**src/rtl/cache_pkg.sv**
```systemverilog
// Shared widths, FSM state encoding and address field helpers for the
// direct-mapped, write-through cache controller.
package cache_pkg;

   localparam int TAG_W          = 3;
   localparam int INDEX_W        = 5;
   localparam int OFFSET_W       = 2;
   localparam int WORDS_PER_LINE = 4;
   localparam int DATA_W         = 32;
   localparam int ADDR_W         = 10;

   typedef enum logic [2:0] {
      IDLE,
      COMPARE,
      READ_HIT,
      REFILL,
      WRITE_MEM,
      RESP
   } state_t;

   function automatic logic [TAG_W-1:0] addr_tag(input logic [ADDR_W-1:0] a);
      return a[ADDR_W-1 -: TAG_W];
   endfunction

endpackage

```
**src/rtl/cache_controller_if.sv**
```systemverilog
// CPU, cache-array and memory signals of the cache controller.
// master: the surrounding system (CPU, array, memory); slave: the controller.
interface cache_controller_if;
   import cache_pkg::*;

   logic              cpu_rd;
   logic              cpu_wr;
   logic [ADDR_W-1:0] cpu_addr;
   logic [DATA_W-1:0] cpu_wdata;
   logic              cpu_stall;
   logic              cpu_ready;

   logic [TAG_W:0]    tag_valid;
   logic [ADDR_W-1:0] cache_addr;
   logic [DATA_W-1:0] cache_datain;
   logic              hit;
   logic              update_cache;

   logic              mem_rd;
   logic              mem_wr;
   logic [ADDR_W-1:0] mem_addr;
   logic [DATA_W-1:0] mem_wdata;
   logic [DATA_W-1:0] mem_rdata;
   logic              mem_ready;

   modport slave (
      input  cpu_rd, cpu_wr, cpu_addr, cpu_wdata, tag_valid, mem_rdata, mem_ready,
      output cpu_stall, cpu_ready, cache_addr, cache_datain, hit, update_cache,
             mem_rd, mem_wr, mem_addr, mem_wdata
   );

   modport master (
      output cpu_rd, cpu_wr, cpu_addr, cpu_wdata, tag_valid, mem_rdata, mem_ready,
      input  cpu_stall, cpu_ready, cache_addr, cache_datain, hit, update_cache,
             mem_rd, mem_wr, mem_addr, mem_wdata
   );

endinterface

```
**src/rtl/cache_sat_counter.sv**
```systemverilog
// Event counter that sticks at all-ones instead of wrapping.
module cache_sat_counter #(
   parameter int W = 16
) (
   input  logic         clk,
   input  logic         rst,
   input  logic         inc,
   output logic [W-1:0] count
);

   logic [W-1:0] count_q, count_d;

   // count register, cleared by async reset
   always_ff @(posedge clk or negedge rst) begin
      if (!rst) count_q <= '0;
      else      count_q <= count_d;
   end

   // advance only while below the ceiling
   always_comb begin
      count_d = count_q;
      if (inc && (count_q != {W{1'b1}})) count_d = count_q + W'(1);
   end

   assign count = count_q;

endmodule

```
**src/rtl/cache_controller.sv**
```systemverilog
// Direct-mapped cache controller: read-allocate with 4-word line refill,
// write-through / no-write-allocate on writes.
// Optional hit/miss statistics: define CACHE_CTRL_STATS_EN.
//
// state     | meaning
// IDLE      | waiting for cpu_rd/cpu_wr, request latched on acceptance
// COMPARE   | tag check of the indexed line; write hit updates the array here
// READ_HIT  | one-cycle array read strobe
// REFILL    | fetch the 4 words of the line from memory into the array
// WRITE_MEM | write-through to memory, held until mem_ready
// RESP      | one-cycle cpu_ready, array data valid for reads
module cache_controller
   import cache_pkg::*;
(
   input  logic clk,
   input  logic rst,
   cache_controller_if.slave bus
`ifdef CACHE_CTRL_STATS_EN
   ,
   output logic [15:0] hit_count,
   output logic [15:0] miss_count
`endif
);

   state_t                state_q, state_d;
   logic [ADDR_W-1:0]     addr_q, addr_d;
   logic [DATA_W-1:0]     wdata_q, wdata_d;
   logic                  is_wr_q, is_wr_d;
   logic [OFFSET_W-1:0]   cnt_q, cnt_d;
   logic                  line_hit;
   logic [ADDR_W-1:0]     refill_addr;

   assign line_hit    = bus.tag_valid[TAG_W] && (bus.tag_valid[TAG_W-1:0] == addr_tag(addr_q));
   assign refill_addr = {addr_q[ADDR_W-1:OFFSET_W], cnt_q};

   // state and request registers
   always_ff @(posedge clk or negedge rst) begin
      if (!rst) begin
         state_q <= IDLE;
         addr_q  <= '0;
         wdata_q <= '0;
         is_wr_q <= 1'b0;
         cnt_q   <= '0;
      end else begin
         state_q <= state_d;
         addr_q  <= addr_d;
         wdata_q <= wdata_d;
         is_wr_q <= is_wr_d;
         cnt_q   <= cnt_d;
      end
   end

   // next-state and request capture
   always_comb begin
      state_d = state_q;
      addr_d  = addr_q;
      wdata_d = wdata_q;
      is_wr_d = is_wr_q;
      cnt_d   = cnt_q;
      case (state_q)
         IDLE: begin
            if (bus.cpu_rd || bus.cpu_wr) begin
               addr_d  = bus.cpu_addr;
               wdata_d = bus.cpu_wdata;
               is_wr_d = !bus.cpu_rd;
               state_d = COMPARE;
            end
         end
         COMPARE: begin
            if (is_wr_q)       state_d = WRITE_MEM;
            else if (line_hit) state_d = READ_HIT;
            else begin
               state_d = REFILL;
               cnt_d   = '0;
            end
         end
         READ_HIT: state_d = RESP;
         REFILL: begin
            if (bus.mem_ready) begin
               cnt_d = cnt_q + OFFSET_W'(1);
               // last word in: re-check, which now hits
               if (cnt_q == OFFSET_W'(WORDS_PER_LINE-1)) state_d = COMPARE;
            end
         end
         WRITE_MEM: if (bus.mem_ready) state_d = RESP;
         RESP:      state_d = IDLE;
         default:   state_d = IDLE;
      endcase
   end

   // Moore/Mealy outputs, all zero in IDLE
   always_comb begin
      bus.cpu_stall    = 1'b0;
      bus.cpu_ready    = 1'b0;
      bus.cache_addr   = '0;
      bus.cache_datain = '0;
      bus.hit          = 1'b0;
      bus.update_cache = 1'b0;
      bus.mem_rd       = 1'b0;
      bus.mem_wr       = 1'b0;
      bus.mem_addr     = '0;
      bus.mem_wdata    = '0;
      case (state_q)
         COMPARE: begin
            bus.cpu_stall  = 1'b1;
            bus.cache_addr = addr_q;
            if (is_wr_q && line_hit) begin
               bus.update_cache = 1'b1;
               bus.cache_datain = wdata_q;
            end
         end
         READ_HIT: begin
            bus.cpu_stall  = 1'b1;
            bus.cache_addr = addr_q;
            bus.hit        = 1'b1;
         end
         REFILL: begin
            bus.cpu_stall  = 1'b1;
            bus.cache_addr = refill_addr;
            bus.mem_rd     = 1'b1;
            bus.mem_addr   = refill_addr;
            if (bus.mem_ready) begin
               bus.update_cache = 1'b1;
               bus.cache_datain = bus.mem_rdata;
            end
         end
         WRITE_MEM: begin
            bus.cpu_stall  = 1'b1;
            bus.cache_addr = addr_q;
            bus.mem_wr     = 1'b1;
            bus.mem_addr   = addr_q;
            bus.mem_wdata  = wdata_q;
         end
         RESP: begin
            bus.cpu_stall  = 1'b1;
            bus.cache_addr = addr_q;
            bus.cpu_ready  = 1'b1;
         end
         default: ;
      endcase
   end

`ifdef CACHE_CTRL_STATS_EN
   // first_q marks the first COMPARE of a request so the post-refill
   // re-compare is not counted a second time
   logic first_q, first_d;
   logic hit_inc, miss_inc;

   // first-compare flag register
   always_ff @(posedge clk or negedge rst) begin
      if (!rst) first_q <= 1'b0;
      else      first_q <= first_d;
   end

   // set on acceptance, cleared once the first decision is taken
   always_comb begin
      first_d = first_q;
      if (state_q == IDLE && (bus.cpu_rd || bus.cpu_wr)) first_d = 1'b1;
      else if (state_q == COMPARE)                       first_d = 1'b0;
   end

   assign hit_inc  = (state_q == COMPARE) && first_q && line_hit;
   assign miss_inc = (state_q == COMPARE) && first_q && !line_hit;

   cache_sat_counter #(.W(16)) u_hit_cnt (
      .clk   (clk),
      .rst   (rst),
      .inc   (hit_inc),
      .count (hit_count)
   );

   cache_sat_counter #(.W(16)) u_miss_cnt (
      .clk   (clk),
      .rst   (rst),
      .inc   (miss_inc),
      .count (miss_count)
   );
`endif

endmodule

```
**src/flat_wrapper.sv**
```systemverilog
// flat-port wrapper written by rule: the top's interface ports become plain ports
module cache_controller_flat import cache_pkg::*;
  (clk, rst, bus_cpu_rd, bus_cpu_wr, bus_cpu_addr, bus_cpu_wdata, bus_tag_valid, bus_mem_rdata, bus_mem_ready, bus_cpu_stall, bus_cpu_ready, bus_cache_addr, bus_cache_datain, bus_hit, bus_update_cache, bus_mem_rd, bus_mem_wr, bus_mem_addr, bus_mem_wdata);
  cache_controller_if bus_i ();
  input  logic clk;
  input  logic rst;
  input wire logic [$bits(bus_i.cpu_rd)-1:0] bus_cpu_rd;
  input wire logic [$bits(bus_i.cpu_wr)-1:0] bus_cpu_wr;
  input wire logic [$bits(bus_i.cpu_addr)-1:0] bus_cpu_addr;
  input wire logic [$bits(bus_i.cpu_wdata)-1:0] bus_cpu_wdata;
  input wire logic [$bits(bus_i.tag_valid)-1:0] bus_tag_valid;
  input wire logic [$bits(bus_i.mem_rdata)-1:0] bus_mem_rdata;
  input wire logic [$bits(bus_i.mem_ready)-1:0] bus_mem_ready;
  output wire logic [$bits(bus_i.cpu_stall)-1:0] bus_cpu_stall;
  output wire logic [$bits(bus_i.cpu_ready)-1:0] bus_cpu_ready;
  output wire logic [$bits(bus_i.cache_addr)-1:0] bus_cache_addr;
  output wire logic [$bits(bus_i.cache_datain)-1:0] bus_cache_datain;
  output wire logic [$bits(bus_i.hit)-1:0] bus_hit;
  output wire logic [$bits(bus_i.update_cache)-1:0] bus_update_cache;
  output wire logic [$bits(bus_i.mem_rd)-1:0] bus_mem_rd;
  output wire logic [$bits(bus_i.mem_wr)-1:0] bus_mem_wr;
  output wire logic [$bits(bus_i.mem_addr)-1:0] bus_mem_addr;
  output wire logic [$bits(bus_i.mem_wdata)-1:0] bus_mem_wdata;
  assign bus_i.cpu_rd = bus_cpu_rd;
  assign bus_i.cpu_wr = bus_cpu_wr;
  assign bus_i.cpu_addr = bus_cpu_addr;
  assign bus_i.cpu_wdata = bus_cpu_wdata;
  assign bus_i.tag_valid = bus_tag_valid;
  assign bus_i.mem_rdata = bus_mem_rdata;
  assign bus_i.mem_ready = bus_mem_ready;
  assign bus_cpu_stall = bus_i.cpu_stall;
  assign bus_cpu_ready = bus_i.cpu_ready;
  assign bus_cache_addr = bus_i.cache_addr;
  assign bus_cache_datain = bus_i.cache_datain;
  assign bus_hit = bus_i.hit;
  assign bus_update_cache = bus_i.update_cache;
  assign bus_mem_rd = bus_i.mem_rd;
  assign bus_mem_wr = bus_i.mem_wr;
  assign bus_mem_addr = bus_i.mem_addr;
  assign bus_mem_wdata = bus_i.mem_wdata;
  cache_controller u_core (.clk(clk), .rst(rst), .bus(bus_i));
endmodule
```
**config.mk**
```make
export PLATFORM = sky130hd
export DESIGN_NAME = cache_controller_flat
export DESIGN_NICKNAME = d
export VERILOG_FILES = /design/src/rtl/cache_pkg.sv /design/src/rtl/cache_controller_if.sv /design/src/rtl/cache_sat_counter.sv /design/src/rtl/cache_controller.sv /design/src/flat_wrapper.sv
export SDC_FILE = /design/constraint.sdc
export NUM_CORES = 1
export LEC_CHECK = 0
export CAP_MARGIN = 20
export CORE_MARGIN = 3
export CORE_UTILIZATION = 34
export DETAILED_ROUTE_END_ITERATION = 10
export MAX_ROUTING_LAYER = met4
export PLACE_DENSITY = 0.81
export SLEW_MARGIN = 20
export SYNTH_ARGS = -nofsm -noshare
export SYNTH_HDL_FRONTEND = slang
export SYNTH_SLANG_ARGS = --single-unit
```
**constraint.sdc**
```tcl
create_clock -name clk -period 1.45 [get_ports clk]
set_input_delay 0.2175 -clock clk [delete_from_list [all_inputs] [get_ports clk]]
set_output_delay 0.2175 -clock clk [all_outputs]
set_load 0.01 [all_outputs]
```
==> qor.yml <==
cts_tree: "yes"
cts.sinks: 48
first_global_vias: 3269
synth_sequential_area_ratio_pct: 42.9
ys_seq_elements: 48
period_needed_ns: 2.01
final_nets: 557
dominantRegCellSynth: "sky130_fd_sc_hd__dfrtp_1"
run_status: "finished with violations"
synth.top_cell.area_share_pct: 42.9
layout.filler_cells: 499
yosys_warnings: 0
fmax_mhz: 497
pin_count: 173
clock-root-buffer: "sky130_fd_sc_hd__clkbuf_8"
wl_per_cell_um: 22.1
numCtsBuffers: 5
timing.max_cap.violations: 0
yosys-top-cells-area: "sky130_fd_sc_hd__dfrtp_1 43%, sky130_fd_sc_hd__mux2_1 16%, sky130_fd_sc_hd__a32o_1 11%"
grt_setup_unrepaired: "yes"
post-place-cells: 529
cp.arrival_ns: 1.80
largest_net_degree_at_the_start_of_global_routing: 23
cp_slowest_cell: "sky130_fd_sc_hd__dfrtp_2"
synth_largest_area_cell: "sky130_fd_sc_hd__dfrtp_1"
synth.net_count: 328
die_area_um2: 9370
core_region_area_um2: 7850
setup-tns-final_ns: -62.63
post_synth_inst_count: 244
grt_antenna_before_repair: 0
numPortBuffers: 172
violations: "negative setup slack"
leakagePower_nw: 2.85
drcViolationCount: 0
dr_total_vias: 3070
critical_path_peak_fanout: 7
worst_pin_slew_ns: 0.558
most_used_standard_cells_in_the_synthesized_netlist: "49 x sky130_fd_sc_hd__and2_1, 48 x sky130_fd_sc_hd__dfrtp_1, 40 x sky130_fd_sc_hd__mux2_1"
drtAntennaViolNets: 0
vdd_ir_drop_max_mv: 1.23
skew_ns: 0.00666
final-instance-count-excl-fill: 576
grt_overflow_total: 0
drtIter0Drc: 139
post_dp_cell_area_um2: 4860
routed_via_density: 5.33
hold_violations: 0
count_leader_synth: "sky130_fd_sc_hd__and2_1"
floorplan.rows: 32
detail_route.wirelength_mm: 12.7
final_max_slew_viol_count: 0
final_cell_area_um2: 5980
synth.distinct_cells: 36
multiInputGateArea_um2: 1870
synth_edf_count: 0
layout_worst_path_cycle_share_pct: 139
path_class: "flop to output port"
worst_path_top_cell_family_by_delay: "flip-flops"
ctsLongestPathBuffers: 2
worstPathRequired_ns: 1.23
area.growth.synth_to_final_pct: 114
layout_setup_ws_ns: -0.563
clkLatencyLatePin_ns: 0.31
sequential_cell_area_um2: 1200
cp_slowest_stage_delay_ns: 0.46
clk_pin_slew_ns: 0.10
num_antenna_cells: 0
grt_first_pass_wirelength_mm: 18.8
relSlewSlack_pct: 62.8
gpl.final_weighted_congestion: 0.856
power.density_cell_area_nw_per_um2: 1880
fp.dieW_um: 96.8
all_layer_global_routing_usage_pct: 26.0
setup_viol_count_final: 134
timing.critical_path.cells: "xnor2_2 > and4_4 > buf_12 > buf_16 > a32o_2 > buf_6"
startpoint_type: "flop"
worst-path-buf-inv: 3
syn-cell-area_um2: 2800
fraction_of_final_layout_cells_sized_beyond_drive_strength_1_pct: 62.9
detailedPlacementHpwl_mm: 7.30
drt_pass1_iterations: 4
crit_path_end_kind: "output port"
postSynthAreaPerCell_um2: 11.5
h-tree-depth: 2
start_util_pct: 35.7
min-delay-path-class: "input port to asynchronous set/reset pin"
die_h_um: 96.8
asyncSetResetFlopFracSynth_pct: 100
-- kinds of logic after synthesis --
| family | after synthesis | synth area share, % |
|---|---|---|
| buf+inv | 25 | 5.54 |
| compound gates | 50 | 15.8 |
| simple gates | 70 | 15.8 |
| mux | 46 | 18.3 |
| fa+ha+maj | 1 | 0.446 |
| flops | 48 | 42.9 |
| xor+xnor | 4 | 1.25 |
-- per-layer routing --
metal / wire length (um) / global-route usage [%]
met5: 0 / -
met4: 244 / 5.94
met3: 629 / 4.76
met2: 6760 / 44.4
met1: 5100 / 32.1
-- cells in the final DEF, fill, tap and decap left out, types with 3 or more instances in the layout --
cell type / netlist / final
sky130_fd_sc_hd__nand2_1: 5 / 3
sky130_fd_sc_hd__clkdlybuf4s15_2: 0 / 6
sky130_fd_sc_hd__and2_1: 49 / 17
sky130_fd_sc_hd__buf_12: 0 / 11
sky130_fd_sc_hd__dfrtp_2: 0 / 3
sky130_fd_sc_hd__a32o_2: 0 / 28
sky130_fd_sc_hd__buf_4: 4 / 27
sky130_fd_sc_hd__buf_8: 0 / 6
sky130_fd_sc_hd__clkbuf_8: 0 / 6
sky130_fd_sc_hd__a32o_1: 32 / 4
sky130_fd_sc_hd__mux2i_1: 3 / 3
sky130_fd_sc_hd__buf_6: 4 / 84
sky130_fd_sc_hd__dfrtp_1: 48 / 45
sky130_fd_sc_hd__and2_4: 0 / 32
sky130_fd_sc_hd__buf_16: 0 / 7
sky130_fd_sc_hd__xnor2_2: 0 / 3
sky130_fd_sc_hd__clkdlybuf4s50_1: 0 / 81
sky130_fd_sc_hd__buf_2: 10 / 17
sky130_fd_sc_hd__mux2_4: 0 / 41
sky130_fd_sc_hd__a21oi_1: 7 / 5
-- power breakdown --
part | internal [mW] | switching, mW
Combinational | 4.72 | 2.96
Sequential | 2.04 | 0.683
Clock | 0.391 | 0.486
Total | 7.14 | 4.13
-- sequential cells by signal (all words and copies together) (netlist names) --
| signal | cells |
|---|---|
| u_core.wdata_q | 32 |
| u_core.addr_q | 10 |
| u_core.state_q | 3 |
| u_core.cnt_q | 2 |
| u_core.is_wr_q | 1 |
-- area by class of cell --
type                            count  share of cell area (%)
Timing Repair Buffer              245                    44.8
Clock inverter                      2                   0.230
Tap cell                          102                    2.13
Sequential cell                    48                    20.1
Multi-Input combinational cell    172                    31.3
Clock buffer                        6                    1.38
Inverter                            1                   0.105
-- metrics by stage --
step	utilization [%]	power [mW]	setup WS, ns	hold slack [ns]
2_1_floorplan	-	4.90	-0.0594	-0.0781
3_3_place_gp	61.9	7.17	-0.789	0.227
3_5_place_dp	61.9	7.35	-0.846	0.229
4_1_cts	72.2	10.5	-0.524	0.456
5_1_grt	76.3	11.8	-0.644	0.495
6_report	76.3	11.3	-0.563	0.437
-- final timing paths --
check	to	from	depth (start not counted)	slack, ns
max in group asynchronous	u_core.state_q[2]	rst	3	0.37
worst max-delay path	bus_cache_datain[10]	u_core.addr_q[8]	6	-0.56
worst min register to register	u_core.wdata_q[6]	u_core.wdata_q[6]	1	0.55
worst min-delay path	u_core.wdata_q[0]	rst	2	0.44
worst max register to register	u_core.wdata_q[7]	u_core.state_q[1]	8	-0.49
min in group clk	u_core.addr_q[8]	bus_cpu_addr[8]	2	0.52
-- timing repair --
item	4_1_cts	5_1_grt
pin swaps	27	25
buffers inserted	25	10
cloned	13	1
resized for setup	480	96
hold buffers	1	0
endpoints found under the hold margin	19	0
setup endpoints to repair	133	135
Power figures use the tool's default switching activity.
